**config.mk**
```make
export PLATFORM = sky130hd
export DESIGN_NAME = mse_monitor
export DESIGN_NICKNAME = d
export VERILOG_FILES = /design/src/rtl/saf_mon_pkg.sv /design/src/rtl/sq_accum.sv /design/src/rtl/mse_monitor.sv
export SDC_FILE = /design/constraint.sdc
export NUM_CORES = 1
export LEC_CHECK = 0
export CAP_MARGIN = 20
export CORE_UTILIZATION = 55
export DETAILED_ROUTE_END_ITERATION = 12
export PLACE_DENSITY_LB_ADDON = 0.2
export SKIP_CTS_REPAIR_TIMING = 1
export SLEW_MARGIN = 20
export SYNTH_ARGS = -nofsm -noshare
export SYNTH_HDL_FRONTEND = slang
export SYNTH_SLANG_ARGS = --single-unit
```
**constraint.sdc**
```tcl
create_clock -name clk -period 8.1 [get_ports clk]
set_clock_uncertainty 0.2 [all_clocks]
set_input_delay 1.62 -clock clk [delete_from_list [all_inputs] [get_ports clk]]
set_output_delay 1.62 -clock clk [all_outputs]
set_load 0.03 [all_outputs]
```
**src/rtl/saf_mon_pkg.sv**
```systemverilog
// Shared types and sizing helpers for the adaptive-filter monitors.
// Holds the monitor state encoding and the MSE accumulator width.
package saf_mon_pkg;

   typedef enum logic [1:0] {
      ST_WARM = 2'd0,
      ST_ACQ  = 2'd1,
      ST_CONV = 2'd2,
      ST_DIV  = 2'd3
   } mon_state_t;

   // A window of 2^win_log2 full-width squares never overflows this many bits.
   function automatic int acc_w(input int width, input int win_log2);
      return 2 * width + win_log2;
   endfunction

endpackage

```
**src/rtl/sq_accum.sv**
```systemverilog
// Square-and-accumulate datapath: input register, square register, window accumulator
// with rounded/saturated mean output. Optional peak tracking under MSE_PEAK_EN.
module sq_accum
   import saf_mon_pkg::*;
#(
   parameter int WIDTH    = 16,
   parameter int QP       = 12,
   parameter int WIN_LOG2 = 7
) (
   input  logic             clk,
   input  logic             reset,
   input  logic [WIDTH-1:0] err_in,
   input  logic             in_valid,
   input  logic             in_last,
   output logic [WIDTH-1:0] mse_out,
   output logic             mse_valid
`ifdef MSE_PEAK_EN
   ,
   output logic [WIDTH-1:0] peak_out
`endif
);

   localparam int ACC_W = acc_w(WIDTH, WIN_LOG2);
   localparam int SH    = WIN_LOG2 + QP;
   localparam logic [ACC_W:0] RND = (ACC_W + 1)'(1) << (SH - 1);

   logic [WIDTH-1:0]          err_q;
   logic                      v1, last1;
   logic [2*WIDTH-1:0]        sq_q;
   logic                      v2, last2;
   logic [ACC_W-1:0]          acc;
   logic signed [2*WIDTH-1:0] prod;
   logic [ACC_W:0]            sum, rounded, shifted;
   logic [WIDTH-1:0]          mse_sat;

   assign prod    = $signed(err_q) * $signed(err_q);
   assign sum     = {1'b0, acc} + (ACC_W + 1)'(sq_q);
   assign rounded = sum + RND;
   assign shifted = rounded >> SH;
   assign mse_sat = (|shifted[ACC_W:WIDTH]) ? '1 : shifted[WIDTH-1:0];

   always_ff @(posedge clk) begin
      if (reset) begin
         err_q     <= '0;
         v1        <= 1'b0;
         last1     <= 1'b0;
         sq_q      <= '0;
         v2        <= 1'b0;
         last2     <= 1'b0;
         acc       <= '0;
         mse_out   <= '0;
         mse_valid <= 1'b0;
      end else begin
         v1    <= in_valid;
         last1 <= in_valid & in_last;
         if (in_valid) err_q <= err_in;
         v2    <= v1;
         last2 <= v1 & last1;
         if (v1) sq_q <= prod;
         mse_valid <= 1'b0;
         // The closing sample folds into the mean directly; acc restarts for the next window.
         if (v2) begin
            if (last2) begin
               acc       <= '0;
               mse_out   <= mse_sat;
               mse_valid <= 1'b1;
            end else begin
               acc <= sum[ACC_W-1:0];
            end
         end
      end
   end

`ifdef MSE_PEAK_EN
   localparam logic [WIDTH-1:0] MOST_NEG = {1'b1, {(WIDTH-1){1'b0}}};
   logic [WIDTH-1:0] abs_q, peak_acc, abs_d, peak_next;

   always_comb begin
      abs_d = err_q;
      if (err_q == MOST_NEG) abs_d = {1'b0, {(WIDTH-1){1'b1}}};
      else if (err_q[WIDTH-1]) abs_d = -err_q;
   end

   assign peak_next = (abs_q > peak_acc) ? abs_q : peak_acc;

   always_ff @(posedge clk) begin
      if (reset) begin
         abs_q    <= '0;
         peak_acc <= '0;
         peak_out <= '0;
      end else begin
         if (v1) abs_q <= abs_d;
         if (v2) begin
            if (last2) begin
               peak_acc <= '0;
               peak_out <= peak_next;
            end else begin
               peak_acc <= peak_next;
            end
         end
      end
   end
`endif

endmodule

```
**src/rtl/mse_monitor.sv**
```systemverilog
// Windowed MSE convergence monitor: warm-up discard, window framing and the
// WARM/ACQ/CONV/DIV state machine around sq_accum. MSE_PEAK_EN adds peak_out.
module mse_monitor
   import saf_mon_pkg::*;
#(
   parameter int WIDTH    = 16,
   parameter int QP       = 12,
   parameter int WIN_LOG2 = 7,
   parameter int WARMUP   = 64,
   parameter int HOLD     = 4
) (
   input  logic             clk,
   input  logic             reset,
   input  logic [WIDTH-1:0] err_in,
   input  logic             err_valid,
   input  logic [WIDTH-1:0] threshold,
   output logic [WIDTH-1:0] mse_out,
   output logic             mse_valid,
   output logic [1:0]       state,
   output logic             converged
`ifdef MSE_PEAK_EN
   ,
   output logic [WIDTH-1:0] peak_out
`endif
);

   localparam int WU_W = (WARMUP > 1) ? $clog2(WARMUP) : 1;
   localparam int HB_W = (HOLD > 1) ? $clog2(HOLD + 1) : 1;
   localparam mon_state_t RST_ST = (WARMUP == 0) ? ST_ACQ : ST_WARM;
   localparam logic [HB_W:0] HOLD_V = (HB_W + 1)'(HOLD);

   mon_state_t          st_q, st_d;
   logic [HB_W-1:0]     below_q, below_d;
   logic [HB_W:0]       below_inc;
   logic [WIN_LOG2-1:0] win_cnt;
   logic [WU_W-1:0]     warm_cnt;
   logic                accept_win, win_last;
   logic                mse_is_sat, below_thr, above_2thr;

   assign accept_win = err_valid && (st_q != ST_WARM);
   assign win_last   = accept_win && (win_cnt == '1);

   sq_accum #(
      .WIDTH    (WIDTH),
      .QP       (QP),
      .WIN_LOG2 (WIN_LOG2)
   ) u_sq_accum (
      .clk       (clk),
      .reset     (reset),
      .err_in    (err_in),
      .in_valid  (accept_win),
      .in_last   (win_last),
      .mse_out   (mse_out),
      .mse_valid (mse_valid)
`ifdef MSE_PEAK_EN
      ,
      .peak_out  (peak_out)
`endif
   );

   always_ff @(posedge clk) begin
      if (reset) begin
         st_q     <= RST_ST;
         below_q  <= '0;
         win_cnt  <= '0;
         warm_cnt <= '0;
      end else begin
         st_q    <= st_d;
         below_q <= below_d;
         if (accept_win) win_cnt <= win_cnt + WIN_LOG2'(1);
         if (st_q == ST_WARM && err_valid) warm_cnt <= warm_cnt + WU_W'(1);
      end
   end

   assign mse_is_sat = (mse_out == '1);
   assign below_thr  = (mse_out < threshold);
   // 2*threshold needs one extra bit so large thresholds do not wrap.
   assign above_2thr = ({1'b0, mse_out} >= {threshold, 1'b0});
   assign below_inc  = {1'b0, below_q} + (HB_W + 1)'(1);

   always_comb begin
      st_d    = st_q;
      below_d = below_q;
      case (st_q)
         ST_WARM: begin
            if (err_valid && warm_cnt == WU_W'(WARMUP - 1)) st_d = ST_ACQ;
         end
         ST_ACQ: begin
            if (mse_valid) begin
               if (mse_is_sat) begin
                  st_d = ST_DIV;
               end else if (below_thr) begin
                  if (below_inc >= HOLD_V) begin
                     st_d    = ST_CONV;
                     below_d = '0;
                  end else begin
                     below_d = below_inc[HB_W-1:0];
                  end
               end else begin
                  below_d = '0;
               end
            end
         end
         ST_CONV: begin
            if (mse_valid) begin
               if (mse_is_sat) begin
                  st_d = ST_DIV;
               end else if (above_2thr) begin
                  st_d    = ST_ACQ;
                  below_d = '0;
               end
            end
         end
         default: st_d = ST_DIV;
      endcase
   end

   assign state     = st_q;
   assign converged = (st_q == ST_CONV);

endmodule

```
==> metrics, run 1 <==
core outline area=29600 um^2; min-delay src=u_sq_accum.acc[4]; Ports=55; worst r2r src=u_sq_accum.err_q[4]; Via density=5.50; leakage=8.71 nW; Fin. Hold Viols=0; area delta synth->final=8.58%; Yosys reg bits=125; CTS tree=yes; Worst Max-Slew Pin Slew=1.01 ns; Crit-path slowest cell=fa_1; Post-synth EDFFs=0; placed cells=2296; die area=30800 um^2; htree depth=4; fmax=0.138 GHz; Global Route met1 Usage=0.338; Required @ worst endpoint=8.24 ns; nets=2351; routed via count=12808; met3 Resource Use GR=0.0286; most frequent cell after synthesis=inv_1; Max clock buf depth=2; asr flop ratio synth=0; vias in the first global route=12826; Syn Area/Cell=8.73 um^2; Total Wirelength=36.8 mm; CTS Sinks=125; HPWL Detailed=30.0 mm; Storage cell area=2500 um^2; DRT antenna net count=0; TritonCTS Buffers=17; pre-CTS setup slack=0.878 ns; Slew Limit Fails=0; synthesized cell area=16600 um^2; CTS Root Cell=clkbuf_16; Post-Layout Cell Count=2328; Layout fillers=2652; Synth area leader=fa_1; VDD IR max=0.131 mV; largest net degree at the start of global routing=83; crit path launch=u_sq_accum.err_q[4]; initial antenna violation count=0; first-pass GRT wire length=62.1 mm; gr busiest metal=met2; Syn Nets=2324; endpoint class of the critical path=flop; Setup CP Type=flop to flop; synth cell count leaders=385 x inv_1, 233 x fa_1, 165 x nor2_1; largest cells by area after synthesis=fa_1 28%, dfxtp_1 15%, ha_1 12%; Worst-Skew Late Latency=0.44 ns; Setup crit start kind=flop; GRT Util Overall=0.252; crit path DAT=7.39 ns; Sum Neg Setup Slack=0 ns; CP max FO=12; number of max-cap violations=0; multi-input logic area=12300 um^2; status=finished clean; YS warnings=0; area share of the largest cell type after synthesis=0.281; Max stage delay on crit path=0.86 ns; Antenna Cells=0; Slew Limit Headroom=0.323; GRT met2 Usage=0.431; most frequent cell on the critical path=fa_1; Die Span Y=176 um; Final WS setup=0.848 ns; Rows=63; Synth Instances=1898; DRT iter0 DRCs=711; fin crit share=0.895; GRT overflow=0; PortBufs=54; final setup vio count=0; Netlist cell types=93; min-delay worst type=flop to flop; drt first pass iters=5; DR WL/cell=15.8 um; layout cell share with drive strength beyond 1=0.0547; RSZ-0062 raised after global routing=false; die width=176 um; PD cells=77.8 nW/um^2; Seq/Total Area, Yosys=0.151; Starting Density=0.559; Tmin final=7.25 ns; crit-path cells=nand2_1 -> fa_1 -> inv_1 -> fa_1 -> inv_1 -> fa_1 -> inv_1 -> fa_1 -> fa_1 -> inv_1 -> fa_1 -> inv_1 -> ha_1 -> and3_1 -> and4_1 -> nand4_1 -> a21boi_0 -> o41ai_1 -> or4b_2 -> o311ai_0; drt drc=0; GP Congestion=0.889; ys flop type=dfxtp_1; Pwr Total=1.40 mW; clock slew at reported path FFs=0.06 ns
## path summary, 6_finish.rpt
path / end / slack (ns) / cells after the start
max: u_sq_accum.sq_q[30] / 0.85 / 20
min: u_sq_accum.acc[4] / 0.28 / 2
max reg2reg: u_sq_accum.sq_q[30] / 0.85 / 20
min reg2reg: u_sq_accum.acc[4] / 0.28 / 2
## layer usage
layer,up-vias,part of all wire
met1,6345,0.45
met3,48,0.039
met4,0,0.018
met5,-,0
li1,6150,-
met2,265,0.49
## flip-flops by register name, indices dropped and copies added (netlist names)
name / cells
win_cnt: 7
u_sq_accum.mse_valid: 1
u_sq_accum.err_q: 16
u_sq_accum.v2: 1
u_sq_accum.last2: 1
u_sq_accum.v1: 1
u_sq_accum.acc: 39
warm_cnt: 6
u_sq_accum.mse_out: 16
u_sq_accum.sq_q: 31
u_sq_accum.last1: 1
below_q: 3
state: 2
## layout by cell type (no fill, tap or decap), types with 42 or more instances in the layout
cell type,instances
a21o_1,42
clkdlybuf4s50_1,53
dfxtp_1,124
nor2_1,164
fa_1,233
nand2_1,159
xnor2_1,61
ha_1,158
inv_1,385
a21oi_1,76
## critical path: cells and delay by family, from the launching register on
family / cells / cell delay (ns)
adders and majority gates: 7 / 3.90
and+or+nand+nor: 5 / 1.35
DFF: 1 / 0.67
AOI/OAI and AO/OA: 3 / 0.57
buffers and inverters: 5 / 0.46
## final cells by class
| class | count | share of cell area |
|---|---|---|
| Inverter | 386 | 0.0805 |
| Sequential cell | 125 | 0.139 |
| Clock inverter | 13 | 0.00584 |
| Tap cell | 390 | 0.0271 |
| Timing Repair Buffer | 75 | 0.0387 |
| Multi-Input combinational cell | 1320 | 0.684 |
| Clock buffer | 19 | 0.0252 |
## metrics by stage
step	util	area, um^2	hold WS (ns)
4_1_cts	0.607	18000	0.277
5_1_grt	0.607	18000	0.305
3_3_place_gp	0.588	17400	0.256
6_report	0.607	18000	0.276
2_1_floorplan	-	16600	0.206
3_5_place_dp	0.588	17400	0.266
## cell families after synthesis
kind of cell	count (synthesis)	share of synthesized area
simple gates	509	0.148
buf+inv	453	0.107
fa+ha+maj	391	0.401
compound gates	302	0.128
flops	125	0.151
xor+xnor	96	0.0512
mux	22	0.0142
## where the power goes
group | leakage [nW] | internal [mW] | total (mW) | switching [mW]
Clock | 0.274 | 0.414 | 0.739 | 0.325
Sequential | 1.01 | 0.616 | 0.617 | 0.000930
Combinational | 7.43 | 0.0214 | 0.0434 | 0.0220
Power figures use the tool's default switching activity.
==> run 2: changes to the inputs <==
CORE_MARGIN = 3   (was default)
CTS_CLUSTER_SIZE = 28   (was default)
==> metrics, run 2 (synthesized netlist as in run 1, its figures left out) <==
Worst setup endpoint=u_sq_accum.sq_q[30]; Rows=62 (-1.6%); area delta synth->final=8.62% (about the same); PD cells=78.4 nW/um^2 (+0.76%); TritonCTS Buffers=17 (unchanged); vias in the first global route=12997 (+1.3%); Setup crit start kind=flop; area of all placed cells without fillers=18000 um^2 (about the same); drt drc=0 (unchanged); worst r2r src=u_sq_accum.err_q[1]; DRT antenna net count=0 (unchanged); most frequent cells in the layout=385 x inv_1, 233 x fa_1, 164 x nor2_1; Storage cell area=2500 um^2 (unchanged); Worst path depth=24 (+20%); r2r setup slk=0.79 ns (-0.06 ns); number of max-cap violations=0 (unchanged); initial antenna violation count=0 (unchanged); commonest non-fill, non-tap cell in the layout=inv_1; Via density=5.54 (+0.65%); fin crit share=0.903 (+0.00741); largest net degree at the start of global routing=76 (-8.4%); PortBufs=54 (unchanged); Slew Limit Headroom=0.345 (+0.0213); GP Congestion=0.919 (+3.4%); DR WL/cell=15.9 um (+0.26%); Top delay family on crit path=adder cells; clock slew at reported path FFs=0.06 ns (about the same); Worst Max-Slew Pin Slew=0.968 ns (-0.0435 ns); Antenna Cells=0 (unchanged); Total Wirelength=36.8 mm (about the same); htree depth=4 (unchanged); Setup CP Type=flop to flop; Worst-Skew Late Latency=0.43 ns (about the same); nets=2351 (unchanged); HPWL Detailed=29.8 mm (-0.56%); Tmin final=7.31 ns (+0.0600 ns); RSZ-0062 raised after global routing=false; endpoint class of the critical path=flop; GRT Util Overall=0.231 (-0.0208); CP max FO=22 (+10); core outline area=29200 um^2 (-1.6%); VDD IR max=0.136 mV (+3.3%); min-delay worst type=flop to flop; Crit-path slowest cell=dfxtp_1; Post-Layout Cell Count=2322 (-0.26%); Layout fillers=2576 (-2.9%); Max clock buf depth=2 (unchanged); most frequent cell on the critical path=fa_1; die width=180 um (+2.3%); max reg flops=39 (unchanged); DRT iter0 DRCs=787 (+11%); Required @ worst endpoint=8.22 ns (-0.02 ns); crit-path cells=and2_1 -> fa_1 -> inv_1 -> fa_1 -> fa_1 -> fa_1 -> inv_1 -> fa_1 -> inv_1 -> fa_1 -> inv_1 -> ha_1 -> a21o_1 -> a21oi_1 -> nor2b_1 -> nor3_1 -> o31a_1 -> o31ai_1 -> buf_4 -> nand4_1 -> a21boi_0 -> o41ai_1 -> or4b_2 -> o311ai_0; Ports=55 (unchanged); fmax=0.137 GHz (-0.82%); GRT overflow=0 (unchanged); crit path launch=u_sq_accum.err_q[1]; crit path DAT=7.43 ns (+0.04 ns); Fin. Hold Viols=0 (unchanged); first-pass GRT wire length=62.2 mm (+0.26%); Pwr Total=1.41 mW (+0.81%); placement-stage cell area=17400 um^2 (about the same); multi-input logic area=12300 um^2 (unchanged); die area=32300 um^2 (+4.6%); Starting Density=0.568 (+0.00902); Largest Register=u_sq_accum.acc; leakage=8.71 nW (about the same); Max stage delay on crit path=0.87 ns (about the same); Regs by FF count=u_sq_accum.acc: 39 flops, u_sq_accum.sq_q: 31 flops; CTS Sinks=125 (unchanged); Reg-to-Reg End=u_sq_accum.sq_q[30]; Sum Neg Setup Slack=0 ns (unchanged); CTS tree=yes; CTS Root Cell=clkbuf_16; routed via count=12858 (+0.39%); Slew Limit Fails=0 (unchanged); WP buf/inv=5 (unchanged); drt first pass iters=5 (unchanged); placed cells=2289 (-0.30%); layout cell share with drive strength beyond 1=0.0547 (unchanged); status=finished clean; final setup vio count=0 (unchanged); Die Span Y=180 um (+2.3%); Reg2Reg Depth=24 (+20%)
[run 2: changes by cell type in the layout (fill, tap and decap cells not counted), sizes merged]
cell	previous run	this run
bufinv	0	1
clkbuf	19	18
inv	391	389
clkinvlp	2	4
[run 2: worst min path at each step]
| stage | from | endpoint | slack [ns] | depth (start not counted) |
|---|---|---|---|---|
| after floorplan | u_sq_accum.last1 | u_sq_accum.last2 | 0.21 | 1 |
| after global placement | u_sq_accum.last1 | u_sq_accum.last2 | 0.22 | 1 |
| after detailed placement | u_sq_accum.last1 | u_sq_accum.last2 | 0.22 | 1 |
| after CTS | u_sq_accum.last1 | u_sq_accum.last2 | 0.25 | 1 |
| after global routing | u_sq_accum.last1 | u_sq_accum.last2 | 0.27 | 1 |
| final | u_sq_accum.last1 | u_sq_accum.last2 | 0.26 | 1 |
[run 2: report_power, final]
group | leakage, nW | internal (mW) | switching, mW
logic | 7.43 | 0.0214 | 0.0217
clock network | 0.271 | 0.435 | 0.316
registers | 1.01 | 0.616 | 0.000932
[run 2: through the flow]
step | hold WS (ns) | utilization | worst slack (ns)
after global routing | 0.272 | 0.617 | 0.393
after global placement | 0.223 | 0.597 | 1.01
after floorplan | 0.206 | - | 1.20
after detailed placement | 0.222 | 0.597 | 0.838
final | 0.260 | 0.617 | 0.788
after CTS | 0.255 | 0.617 | 0.806
[run 2: layout make-up]
class | instances | area share
clock inverter | 14 | 0.00744
inverter | 386 | 0.0805
multi-input combinational | 1320 | 0.683
timing repair buffer | 75 | 0.0386
sequential | 125 | 0.139
clock buffer | 18 | 0.0244
tap | 384 | 0.0267
[run 2: metal layers]
layer | wire, um | global-route usage | up-vias
li1 | - | - | 6155
met1 | 16000 | 0.307 | 6371
met2 | 18500 | 0.400 | 271
met3 | 1520 | 0.0291 | 61
met4 | 725 | 0.0622 | 0
met5 | 0 | 0 | -
==> run 3: changes to the inputs <==
CTS_CLUSTER_SIZE = 12   (was 28)
==> results of run 3 <==
No change in the layout: final DEF, timing and power equal those of run 2.
